### src/rtl/uart_in_responder.sv
`default_nettype none
// ============================================================================
// Module  : uart_in_responder
// Brief   : Console UART input responder. It buffers host-pushed characters
//           and answers DUT read strobes with the FIFO head, or 0xFF when no
//           character is offered. The optional macro
//           UART_IN_RESPONDER_STATS_EN adds delivered and empty-read counters.
// Revision: 1.0
// ============================================================================
module uart_in_responder #(
  parameter int DEPTH      = 16,
  parameter int GAP_CYCLES = 0,
  parameter int GAP_W      = 16
) (
  input  logic                     clock,
  input  logic                     reset_n,
  input  logic                     push_valid,
  input  logic [7:0]               push_data,
  output logic                     push_ready,
  input  logic                     uart_in_valid,
  output logic [7:0]               uart_in_ch,
  output logic [$clog2(DEPTH):0]   level,
  output logic [15:0]              drop_cnt
`ifdef UART_IN_RESPONDER_STATS_EN
  ,
  output logic [31:0]              delivered_cnt,
  output logic [31:0]              empty_read_cnt
`endif
);

  localparam int PW = $clog2(DEPTH);
  localparam int LW = PW + 1;
  localparam logic [LW-1:0]    FULL     = LW'(DEPTH);
  localparam logic [GAP_W-1:0] GAP_LOAD = GAP_W'(GAP_CYCLES);
  localparam logic [GAP_W-1:0] GAP_LAST = GAP_W'(1);

  typedef enum logic [1:0] {
    IDLE  = 2'd0,
    READY = 2'd1,
    GAP   = 2'd2
  } state_t;

  state_t           state;
  logic [7:0]       mem [DEPTH];
  logic [PW-1:0]    wr_ptr;
  logic [PW-1:0]    rd_ptr;
  logic [GAP_W-1:0] gap_cnt;
  logic [LW-1:0]    level_next;
  logic             offered;
  logic             pop;
  logic             push_acc;
  logic             store;

  assign offered    = (state == READY) && (level != '0);
  assign pop        = offered && uart_in_valid;
  // A same-edge pop frees a slot, so a full FIFO can still take a push.
  assign push_ready = (level < FULL) || pop;
  assign push_acc   = push_valid && push_ready;
  assign store      = push_acc && (push_data != 8'hFF);
  assign uart_in_ch = offered ? mem[rd_ptr] : 8'hFF;

  always_comb begin
    level_next = level;
    if (store && !pop) begin
      level_next = level + 1'b1;
    end else if (!store && pop) begin
      level_next = level - 1'b1;
    end
  end

  always_ff @(posedge clock) begin
    if (store) begin
      mem[wr_ptr] <= push_data;
    end
  end

  always_ff @(posedge clock or negedge reset_n) begin
    if (!reset_n) begin
      state    <= IDLE;
      wr_ptr   <= '0;
      rd_ptr   <= '0;
      level    <= '0;
      gap_cnt  <= '0;
      drop_cnt <= '0;
    end else begin
      level <= level_next;
      if (store) begin
        wr_ptr <= wr_ptr + 1'b1;
      end
      if (pop) begin
        rd_ptr <= rd_ptr + 1'b1;
      end
      if (push_acc && (push_data == 8'hFF) && (drop_cnt != 16'hFFFF)) begin
        drop_cnt <= drop_cnt + 1'b1;
      end
      case (state)
        IDLE: begin
          if (store) begin
            state <= READY;
          end
        end
        READY: begin
          if (pop) begin
            if (GAP_CYCLES > 0) begin
              gap_cnt <= GAP_LOAD;
              state   <= GAP;
            end else begin
              state <= (level_next != '0) ? READY : IDLE;
            end
          end
        end
        GAP: begin
          // Leave on the edge where the counter passes from 1 to 0.
          if (gap_cnt <= GAP_LAST) begin
            gap_cnt <= '0;
            state   <= (level_next != '0) ? READY : IDLE;
          end else begin
            gap_cnt <= gap_cnt - 1'b1;
          end
        end
        default: begin
          state <= IDLE;
        end
      endcase
    end
  end

`ifdef UART_IN_RESPONDER_STATS_EN
  always_ff @(posedge clock or negedge reset_n) begin
    if (!reset_n) begin
      delivered_cnt  <= '0;
      empty_read_cnt <= '0;
    end else begin
      if (pop) begin
        delivered_cnt <= delivered_cnt + 32'd1;
      end
      if (uart_in_valid && !offered) begin
        empty_read_cnt <= empty_read_cnt + 32'd1;
      end
    end
  end

`ifndef SYNTHESIS
  always @(posedge clock) begin
    if (reset_n && pop) begin
      $display("uart_in_responder: delivered 0x%02h", uart_in_ch);
    end
  end
`endif
`endif

endmodule
`default_nettype wire

### config.mk
export PLATFORM = sky130hd
export DESIGN_NAME = uart_in_responder
export DESIGN_NICKNAME = d
export VERILOG_FILES = /design/src/rtl/uart_in_responder.sv
export SDC_FILE = /design/constraint.sdc
export NUM_CORES = 1
export LEC_CHECK = 0
export BUFFER_PORTS_ARGS = -buffer_cell sky130_fd_sc_hd__buf_2
export CAP_MARGIN = 20
export CORE_MARGIN = 1.5
export CORE_UTILIZATION = 54
export CTS_CLUSTER_DIAMETER = 30
export DETAILED_ROUTE_END_ITERATION = 10
export PLACE_DENSITY = 0.75
export SKIP_LAST_GASP = 1
export SYNTH_ARGS = -nofsm -noshare
export SYNTH_HDL_FRONTEND = slang
export SYNTH_SLANG_ARGS = --single-unit
### constraint.sdc
create_clock -name clock -period 2.6 [get_ports clock]
set_clock_uncertainty 0.2 [all_clocks]
set_input_delay 0.52 -clock clock [delete_from_list [all_inputs] [get_ports clock]]
set_output_delay 0.52 -clock clock [all_outputs]
set_load 0.05 [all_outputs]
; ---- Word-level counts from Yosys, hierarchy flattened
; Memories as Yosys holds them, arrays and structs flattened.
; Index checks and enable logic that the tools add are counted.
[totals]
register_bits = 47
latchBits = 0
mem_bits_rw = 128
romBits = 0
in_bits = 12
output_inout_bits = 30
elab_cells = 49
mem_count = 1
[op_classes]
addsub = 6
multipliers = 0
n_div = 0
magnitude_cmp = 2
n_eq_ne = 8
shifts = 0
n_mux = 11
bitwise = 0
reduce_logical = 15
[memory_table]
columns = name, depth, word_bits, read_ports, rd_ports_with_merged_regs, wr, line_no
row1 = mem, 16, 8, 1, 0, 1, 44  ; logic [7:0] mem [DEPTH];
[op_table]
columns = operator, count
row1 = $add A16 B1 Y16 const B, 1
row2 = $le A16 B1 Y1 const B, 1
row3 = $mux W16, 1
row4 = $ne A16 B16 Y1 const B, 1
row5 = $sub A16 B1 Y16 const B, 1
row6 = $mux W5, 2
row7 = $reduce_bool A5 Y1, 2
row8 = $add A4 B1 Y4 const B, 2
row9 = $eq A8 B8 Y1 const B, 1
row10 = $logic_and A1 B1 Y1, 8
row11 = $mux W8, 1
row12 = $ne A8 B8 Y1 const B, 1
row13 = $mux W2, 3
row14 = $ne A2 B2 Y1 const B, 3
row15 = $pmux W2 S3, 1
row16 = $add A5 B1 Y5 const B, 1
row17 = $lt A5 B5 Y1 const B, 1
row18 = $sub A5 B1 Y5 const B, 1
row19 = $mux W1, 3
row20 = $reduce_and A3 Y1, 1
row21 = $eq A2 B1 Y1 const B, 1
row22 = $eq A2 B2 Y1 const B, 1
row23 = $logic_not A1 Y1, 2
row24 = $logic_not A2 Y1, 1
row25 = $logic_or A1 B1 Y1, 1

; ---- Logic depth before layout (Yosys ltp)
; Gate-level depths: netlist of the first run.
[logic_depth]
ltp_word = 14
mapped_depth = 8

; ---- Worst setup path after synthesis of the first run
; No wires, ideal clock.
[synth_timing]
path_type = register to output
startpoint = reg rd_ptr[0]
endpoint = out uart_in_ch[0]
arrival_ns = 1.999
required_ns = 1.880
path_slack_ns = -0.119
stages_incl_launch_ff = 6
path_buffers = 2
cell_sequence = dfrtp_1 > buf_6 > buf_8 > mux4_1 > mux4_2 > or2_1
[synth_between]
elab_chain_len = 2
[synth_lines]
columns = element, line_no
row1 = from (decl), 46  ; logic [PW-1:0] rd_ptr;
row2 = from (signal assigned), 91  ; rd_ptr <= rd_ptr + 1'b1;
row3 = $mem_v2 Z16 W8, --
row4 = $mux W8, 60  ; assign uart_in_ch = offered ? mem[rd_ptr] : 8'hFF;
row5 = to (decl), 21  ; output logic [7:0] uart_in_ch,
; Every way passes these cells.

; ---- Worst setup path in the final report of the first run
[layout_timing]
startpoint = reg rd_ptr[0]
endpoint = out uart_in_ch[6]
; The elaborated chain is that of the path after synthesis.

==> results of run 1 <==
-- final timing paths --
kind	start	endpoint	slack, ns	depth (start not counted)
worst max register to register	level[0]$_DFF_PN0_	state[0]$_DFFE_PN0P_	0.25	7
worst max-delay path	rd_ptr[0]$_DFFE_PN0P_	uart_in_ch[6]	-0.64	7
max in group asynchronous	reset_n	rd_ptr[0]$_DFFE_PN0P_	1.22	2
worst min register to register	drop_cnt[7]$_DFFE_PN0P_	drop_cnt[7]$_DFFE_PN0P_	0.30	1
worst min-delay path	push_data[3]	mem[9][3]$_DFFE_PP_	0.13	1
min in group asynchronous	reset_n	level[3]$_DFF_PN0_	0.48	2
-- synth_stat cells (2+ instances only) --
master	number	area [um^2]
and2_1	12	75.1
clkbuf_1	2	7.51
buf_8	2	30.0
o211ai_1	4	30.0
dfrtp_1	30	751
nand3_1	7	35.0
and3_1	10	62.6
buf_6	3	33.8
ha_1	9	113
mux4_1	21	552
edfxtp_1	128	3840
nand2_1	18	67.6
a21oi_1	2	10.0
nor2_1	10	37.5
o21ai_0	3	15.0
xnor2_1	15	131
buf_2	2	10.0
mux4_2	19	428
clkbuf_2	2	10.0
inv_1	6	22.5
nor3_1	5	25.0
or2_1	8	50.1
buf_4	3	22.5
nand4_1	7	43.8
and4_1	4	35.0
xor2_1	10	87.6
-- what timing repair did --
action / in CTS / in global routing
resized for setup: 31 / 11
setup buffers: 7 / 1
hold buffers: 1 / 0
endpoints found under the hold margin: 30 / 0
gates cloned: 3 / 0
setup endpoints to repair: 8 / 8
-- critical path, delay by kind of cell, from the launching register on --
family,cells,cell delay (ns)
mux,2,0.94
buf+inv,4,0.51
flops,1,0.39
simple gates,1,0.24
-- flip-flops by register name, summed over array words and instances, names as in the netlist --
signal,flops
level,5
mem,128
state,1
rd_ptr,4
drop_cnt,16
wr_ptr,4
-- logic make-up (layout without fill, tap and decap cells) --
logic type,after synthesis,in the layout
AOI/OAI and AO/OA,19,19
adders and majority gates,9,9
DFF,158,158
buffers and inverters,21,123
muxes,42,42
xor gates and xnor gates,25,25
and+or+nand+nor,87,87
-- final cells by class --
cell class / count / area share (%)
Sequential cell: 158 / 56.6
Clock buffer: 17 / 5.24
Timing Repair Buffer: 85 / 8.94
Clock inverter: 15 / 2.57
Tap cell: 168 / 2.59
Inverter: 6 / 0.277
Multi-Input combinational cell: 182 / 23.8
-- routing by layer --
layer | wire length, um | global-route usage, % | up-vias
met3 | 1160 | 6.67 | 19
met5 | 0 | 0 | -
met1 | 5800 | 32.6 | 1902
li1 | - | - | 1615
met4 | 247 | 10.1 | 0
met2 | 7370 | 38.4 | 196
-- stage by stage --
| step | setup TNS [ns] | instances | total power, mW | worst slack (ns) |
|---|---|---|---|---|
| final | -4.88 | 631 | 9.68 | -0.638 |
| after global routing | -5.37 | 631 | 10.1 | -0.707 |
| after CTS | -5.45 | 632 | 9.75 | -0.712 |
| after detailed placement | -1.75 | 589 | 6.52 | -0.268 |
| after global placement | -1.47 | 589 | 6.44 | -0.218 |
| after floorplan | -0.275 | 361 | 5.67 | -0.0349 |
-- power groups by stage --
stage               registers [mW]  logic (mW)  clock network [mW]
floorplan                     3.33        2.34                   0
global placement              3.23        3.21                   0
detailed placement            3.25        3.27                   0
CTS                           3.20        3.88                2.67
global route                  3.24        4.04                2.77
finish                        3.20        3.84                2.64
==> out/results.ini, run 1 <==
[logic_synthesis]
synth-compound-area-share_pct = 2.09
synth_xor_area_share_pct = 3.27
synth_cells = 361
synthFlopType = edfxtp_1
synthAdderAreaFrac_pct = 1.68
syn-num-nets = 382
synth_edf_count = 128
syn_area_um2 = 6700
synth_seq_cells = 158
synth.avg_cell_area_um2 = 18.6
yosysWarningCount = 0
synthDistinctLibCells = 45
synth-seq-area-share_pct = 68.5
synth_mux_area_share_pct = 14.9
synthArstFlopShare_pct = 19.0
synth-simple-area-share_pct = 7.35
synth_top_family_by_area = multiplexers

[detailed_routing]
first_pass_iters = 5
ant_nets = 0
vias_per_cell = 5.91
wl_per_cell_um = 23.1
drtIter0Drc = 352
finalWirelength_mm = 14.6
vias = 3732
drcViolationCount = 0

[sta]
setup_ws_ns = -0.638
maxSlewViolCount = 0
maxClockFrequency_mhz = 309
hold_viol_final = 0
min_period_ns = 3.24
fin_hold_ws_ns = 0.131
tightest_slew_ns = 0.701
setup_viol = 8
period_share_pct = 125
slew_headroom_pct = 53.3
rsz0062_at_grt = true

[finish]
seq_area_um2 = 4600
multi_input_area_um2 = 1930
final_cell_mix = edfxtp_1 (128), mux4_2 (33), buf_2 (33)
num_antenna_cells = 0
fin_util_pct = 67.3
nFillCells = 762
syn_to_final_growth_pct = 21.1
design_area_um2 = 8120
fin_nets = 471
final_common_cell = edfxtp_1
drive_gt1_share_pct = 35.2

[power]
vdd_ir_drop_max_mv = 0.532
p_int_mw = 6.51
power_switching_mw = 3.17
switching_share_pct = 32.8
p_comb_share_pct = 39.6
p_clk_share_pct = 27.3
power_density_nw_per_um2 = 1190
seq_power_share_pct = 33.1
leakage_nw = 3.08

[setup_path]
worstSetupPathType = flip-flop to output pin
crit_path_max_fanout = 8
path_cells = buf_6 -> buf_12 -> buf_6 -> mux4_2 -> mux4_2 -> or2_4 -> buf_8
cp_slowest_stage_delay_ns = 0.47
worstPathRequired_ns = 1.88
crit_arrival_ns = 2.52
start_kind = flip-flop
critPathCaptureType = output pin
cpMaxStageDelayCell = mux4_2

[place]
gp_congestion = 0.885
placed_cell_area_um2 = 7350
dp_hpwl_mm = 8.79
port_buffers = 41

[global_route]
grt_pass1_vias = 3815
grt_max_degree = 31
grt_first_pass_wirelength_mm = 22.2
track_usage_pct = 24.4
antenna_found_initial = 0
grt_overflow = 0

[hold_path]
hold_path_class = input port to flip-flop

[floorplan]
io_pins = 42
core_area_um2 = 12100
rows = 40
dieHeight_um = 114
die_width_um = 114
die_area_um2 = 13100
floorplan.initialDensity_pct = 55.6

[cts]
cts_num_sinks = 158
numCtsBuffers = 17
path_clk_slew_ns = 0.06
cts_tree = yes
root_buffer = clkbuf_16
cts-htree-levels = 4
clk_latency_ns = 0.42
ctsLongestPathBuffers = 2

[outcome]
violations = negative setup slack
status = finished with violations

[job]
cap_viol_max_count = 0

Power figures use the tool's default switching activity.
==> inputs of run 2 (changes only) <==
MAX_ROUTING_LAYER = met4   (was unset)
==> out/results.ini, run 2 (synthesis gave the netlist of run 1 again) <==
[sta]
maxSlewViolCount = 0  ; unchanged
setup_ws_ns = -0.641  ; -0.00220 ns
hold_viol_final = 0  ; unchanged
period_share_pct = 125  ; about the same
rsz0062_at_grt = true
min_period_ns = 3.24  ; +0.00220 ns
tightest_slew_ns = 0.710  ; +0.00859 ns
slew_headroom_pct = 52.7  ; -0.57 points
maxClockFrequency_mhz = 309  ; about the same
setup_viol = 8  ; unchanged

[cts]
numCtsBuffers = 17  ; unchanged
cts-htree-levels = 4  ; unchanged
path_clk_slew_ns = 0.06  ; about the same
ctsLongestPathBuffers = 2  ; unchanged
root_buffer = clkbuf_16
cts_num_sinks = 158  ; unchanged
cts_tree = yes
clk_latency_ns = 0.42  ; about the same

[finish]
design_area_um2 = 8120  ; unchanged
nFillCells = 762  ; unchanged
largest_register_ffs = 128  ; unchanged
seq_area_um2 = 4600  ; unchanged
drive_gt1_share_pct = 35.2  ; unchanged
largest_register = mem
final_common_cell = edfxtp_1
largestRegisters = mem x128, drop_cnt x16, level x5
multi_input_area_um2 = 1930  ; unchanged
syn_to_final_growth_pct = 21.1  ; unchanged
num_antenna_cells = 0  ; unchanged
fin_util_pct = 67.3  ; unchanged
final_cell_mix = edfxtp_1 (128), mux4_2 (33), buf_2 (33)
fin_nets = 471  ; unchanged

[floorplan]
die_area_um2 = 13100  ; unchanged
core_area_um2 = 12100  ; unchanged
die_width_um = 114  ; unchanged
dieHeight_um = 114  ; unchanged
floorplan.initialDensity_pct = 55.6  ; unchanged
io_pins = 42  ; unchanged
rows = 40  ; unchanged

[detailed_routing]
first_pass_iters = 4  ; -1
vias = 3725  ; -0.19%
vias_per_cell = 5.90  ; -0.19%
drtIter0Drc = 391  ; +11%
ant_nets = 0  ; unchanged
drcViolationCount = 0  ; unchanged
finalWirelength_mm = 14.5  ; -0.32%
wl_per_cell_um = 23.0  ; -0.32%

[place]
placed_cell_area_um2 = 7350  ; unchanged
gp_congestion = 0.900  ; +1.7%
port_buffers = 41  ; unchanged
dp_hpwl_mm = 8.79  ; unchanged

[setup_path]
start_kind = flip-flop
worstSetupPathType = flip-flop to output pin
worstPathRequired_ns = 1.88  ; about the same
crit_arrival_ns = 2.52  ; about the same
crit_path_max_fanout = 8  ; unchanged
critPathCaptureType = output pin

[power]
power_density_nw_per_um2 = 1190  ; about the same
p_total_mw = 9.68  ; about the same
vdd_ir_drop_max_mv = 0.531  ; -0.17%
leakage_nw = 3.08  ; unchanged

[global_route]
grt_max_degree = 31  ; unchanged
grt_first_pass_wirelength_mm = 22.2  ; +0.18%
grt_overflow = 0  ; unchanged
grt_pass1_vias = 3793  ; -0.58%
antenna_found_initial = 0  ; unchanged
track_usage_pct = 25.2  ; +0.77 points

[job]
cap_viol_max_count = 0  ; unchanged

[hold_path]
hold_path_class = input port to flip-flop

[outcome]
violations = negative setup slack
status = finished with violations

## run 2: cell counts in the layout (fill, tap and decap cells not counted)
No cell type changed its count.
## run 2: through the flow
step	setup TNS [ns]	instances	setup WS, ns	hold slack (ns)
2_1_floorplan	-0.275	361	-0.0349	0.0244
3_3_place_gp	-1.47	589	-0.218	0.268
3_5_place_dp	-1.75	589	-0.268	0.280
4_1_cts	-5.45	632	-0.712	0.123
5_1_grt	-5.37	631	-0.708	0.129
6_report	-4.91	631	-0.641	0.136
## run 2: critical path, cell delays in order (launching register included)
cell,delay [ns]
dfrtp_2,0.39
buf_6,0.13
buf_12,0.14
buf_6,0.10
mux4_2,0.47
mux4_2,0.47
or2_4,0.24
buf_8,0.15
## run 2: path summary, 6_finish.rpt
check | from | to | slack (ns) | cells after the start
setup / recovery | rd_ptr[0]$_DFFE_PN0P_ | uart_in_ch[6] | -0.64 | 7
hold / removal | push_data[3] | mem[9][3]$_DFFE_PP_ | 0.14 | 1
setup reg to reg | level[0]$_DFF_PN0_ | state[0]$_DFFE_PN0P_ | 0.26 | 7
hold reg to reg | drop_cnt[7]$_DFFE_PN0P_ | drop_cnt[7]$_DFFE_PN0P_ | 0.30 | 1
max in group asynchronous | reset_n | rd_ptr[0]$_DFFE_PN0P_ | 1.21 | 2
min in group asynchronous | reset_n | level[3]$_DFF_PN0_ | 0.48 | 2
## run 2: report_power, final
group	total (mW)	switching, mW	leakage, nW	internal (mW)
logic	3.83	1.98	1.23	1.85
clock network	2.65	1.02	0.301	1.62
registers	3.20	0.163	1.54	3.04
total	9.68	3.17	3.08	6.51
## run 2: what timing repair did
item | in CTS | in global routing
setup buffers | 7 | 1
gates cloned | 3 | 0
gates resized for setup | 31 | 11
pin swaps | 0 | 0
hold buffers | 1 | 0
endpoints found under the setup margin | 8 | 8
hold endpoints to repair | 30 | 0
## run 2: cell type report
cell class                 instances  area share [%]
sequential                       158            56.6
multi-input combinational        182            23.8
timing repair buffer              85            8.94
clock buffer                      17            5.24
tap                              168            2.59
clock inverter                    15            2.57
inverter                           6           0.277
## run 2: layer usage
layer  vias to the layer above  GRT usage [%]  share of wire [%]
li1                       1617              -                  -
met2                       168           38.4                 50
met5                         -              -                  0
met1                      1919           32.8                 41
met3                        21           6.46                6.7
met4                         0           10.1                1.8
==> inputs of run 3 (changes only) <==
CELL_PAD_IN_SITES_DETAIL_PLACEMENT = 0   (was unset)
CELL_PAD_IN_SITES_GLOBAL_PLACEMENT = 2   (was unset)
CORE_UTILIZATION = 42   (was 54)
PLACE_DENSITY = unset   (was 0.75)
PLACE_DENSITY_LB_ADDON = 0.1   (was unset)
==> out/results.ini, run 3 (synthesis gave the netlist of run 1 again) <==
[global_route]
grt_first_pass_wirelength_mm = 22.4  ; +0.93%
grt_max_degree = 31  ; unchanged
grt_pass1_vias = 3674  ; -3.1%
grt_overflow = 0  ; unchanged
track_usage_pct = 19.6  ; -5.5 points
antenna_found_initial = 0  ; unchanged

[place]
dp_hpwl_mm = 9.77  ; +11%
gp_congestion = 0.753  ; -16%
port_buffers = 41  ; unchanged
post-place-ws_ns = -0.296  ; -0.0279 ns

[cts]
cts_num_sinks = 158  ; unchanged
clk_latency_ns = 0.42  ; about the same
cts_tree = yes
numCtsBuffers = 17  ; unchanged
path_clk_slew_ns = 0.06  ; about the same
root_buffer = clkbuf_16
ctsLongestPathBuffers = 2  ; unchanged
cts-htree-levels = 4  ; unchanged

[setup_path]
regToRegSetupSlack_ns = 0.22  ; -0.04 ns
r2r-end = state[0]$_DFFE_PN0P_
crit_arrival_ns = 2.51  ; about the same
worstPathRequired_ns = 1.88  ; about the same
start_kind = flip-flop
critPathCaptureType = output pin
worst-r2r-cell-count = 7  ; unchanged
crit_path_max_fanout = 6  ; -2
r2r_start = level[1]$_DFF_PN0_
worstSetupPathType = flip-flop to output pin

[sta]
maxSlewViolCount = 0  ; unchanged
min_period_ns = 3.23  ; -0.00914 ns
setup_viol = 8  ; unchanged
slew_headroom_pct = 47.4  ; -5.3 points
rsz0062_at_grt = true
maxClockFrequency_mhz = 309  ; +0.28%
setup_ws_ns = -0.631  ; +0.00914 ns
hold_viol_final = 0  ; unchanged
period_share_pct = 124  ; -0.35 points
tightest_slew_ns = 0.789  ; +0.0795 ns

[floorplan]
io_pins = 42  ; unchanged
die_area_um2 = 16700  ; +28%
floorplan.initialDensity_pct = 42.7  ; -13 points
core_area_um2 = 15700  ; +30%
die_width_um = 129  ; +13%
dieHeight_um = 129  ; +13%
rows = 46  ; +15%

[detailed_routing]
first_pass_iters = 4  ; unchanged
finalWirelength_mm = 14.9  ; +2.2%
vias = 3550  ; -4.7%
vias_per_cell = 5.24  ; -11%
drcViolationCount = 0  ; unchanged
drtIter0Drc = 286  ; -27%
wl_per_cell_um = 21.9  ; -4.9%
ant_nets = 0  ; unchanged

[finish]
largest_register = mem
fin_nets = 470  ; -0.21%
syn_to_final_growth_pct = 22.7
final_common_cell = edfxtp_1
drive_gt1_share_pct = 34.0  ; -1.2 points
largest_register_ffs = 128  ; unchanged
num_antenna_cells = 0  ; unchanged
final_cell_mix = edfxtp_1 (128), buf_2 (33), mux4_2 (32)
largestRegisters = mem x128, drop_cnt x16, level x5
fin_util_pct = 52.3  ; -15 points

[outcome]
violations = negative setup slack
status = finished with violations

[power]
leakage_nw = 3.07  ; -0.18%
power_density_nw_per_um2 = 1140  ; -4.5%
vdd_ir_drop_max_mv = 0.869  ; +64%
p_total_mw = 9.36  ; -3.3%

[hold_path]
hold_depth = 1  ; unchanged
worstHoldStart = drop_cnt[10]$_DFFE_PN0P_
min_to = drop_cnt[10]$_DFFE_PN0P_
hold_path_class = flip-flop to flip-flop

[job]
cap_viol_max_count = 0  ; unchanged

==> run 3: cell count changes in the layout (fill, tap and decap cells not counted) <==
cell       delta
buf_4         -9
inv_6         -1
clkbuf_1      +1
buf_6         -2
clkinv_4      -1
mux4_1        +1
clkbuf_16     +3
clkinv_2      +1
buf_12       +10
bufinv_16     -3
clkinv_1      +3
buf_8         -2
mux4_2        -1
buf_16        -1
==> run 3: how the worst max path moves through the flow <==
stage | startpoint | slack [ns] | cells past startpoint | endpoint
after detailed placement | rd_ptr[0]$_DFFE_PN0P_ | -0.30 | 5 | uart_in_ch[4]
after global routing | rd_ptr[0]$_DFFE_PN0P_ | -0.69 | 6 | uart_in_ch[2]
after floorplan | rd_ptr[0]$_DFFE_PN0P_ | -0.03 | 5 | uart_in_ch[0]
final | rd_ptr[0]$_DFFE_PN0P_ | -0.63 | 6 | uart_in_ch[5]
after global placement | rd_ptr[0]$_DFFE_PN0P_ | -0.26 | 5 | uart_in_ch[3]
after CTS | rd_ptr[0]$_DFFE_PN0P_ | -0.69 | 5 | uart_in_ch[0]
==> run 3: final cells by class <==
cell class              count  area, um^2
well taps                 216         270
repair buffers             84         853
inverters                   6        22.5
multi-input cells         182        1940
clock inverters            14         118
fillers                  1322        7490
flip-flops and latches    158        4600
clock buffers              18         429
==> run 3: worst max-delay path: stages, from the launching register on <==
cell       delay [ns]
dfrtp_2          0.37
buf_12           0.15
clkbuf_16        0.15
mux4_2           0.53
mux4_2           0.50
or2_4            0.24
buf_6            0.15
==> run 3: timing repair <==
item,4_1_cts,5_1_grt
hold buffers,1,0
setup buffers,1,2
pin swaps,0,0
gates resized for setup,5,36
setup endpoints to repair,8,8
hold endpoints to repair,2,0
gates cloned,0,3
==> run 3: stage by stage <==
| step | setup TNS [ns] | hold WS, ns | instances | cell area [um^2] |
|---|---|---|---|---|
| 2_1_floorplan | -0.275 | 0.0244 | 361 | 6720 |
| 3_3_place_gp | -1.79 | 0.273 | 639 | 7540 |
| 3_5_place_dp | -1.97 | 0.277 | 639 | 7540 |
| 4_1_cts | -5.34 | 0.290 | 673 | 8100 |
| 5_1_grt | -5.35 | 0.313 | 678 | 8230 |
| 6_report | -4.85 | 0.289 | 678 | 8230 |
==> run 3: layer usage <==
metal,up-vias,track usage [%],share of wire (%)
li1,1618,-,-
met1,1827,26.9,47
met2,91,29.7,48
met3,14,3.92,4.1
met4,0,6.15,0.84
met5,-,-,0
==> run 3: power by group <==
part | leakage [nW] | switching, mW | internal (mW)
Sequential | 1.54 | 0.174 | 3.04
Clock | 0.260 | 0.992 | 1.31
Combinational | 1.27 | 1.96 | 1.89
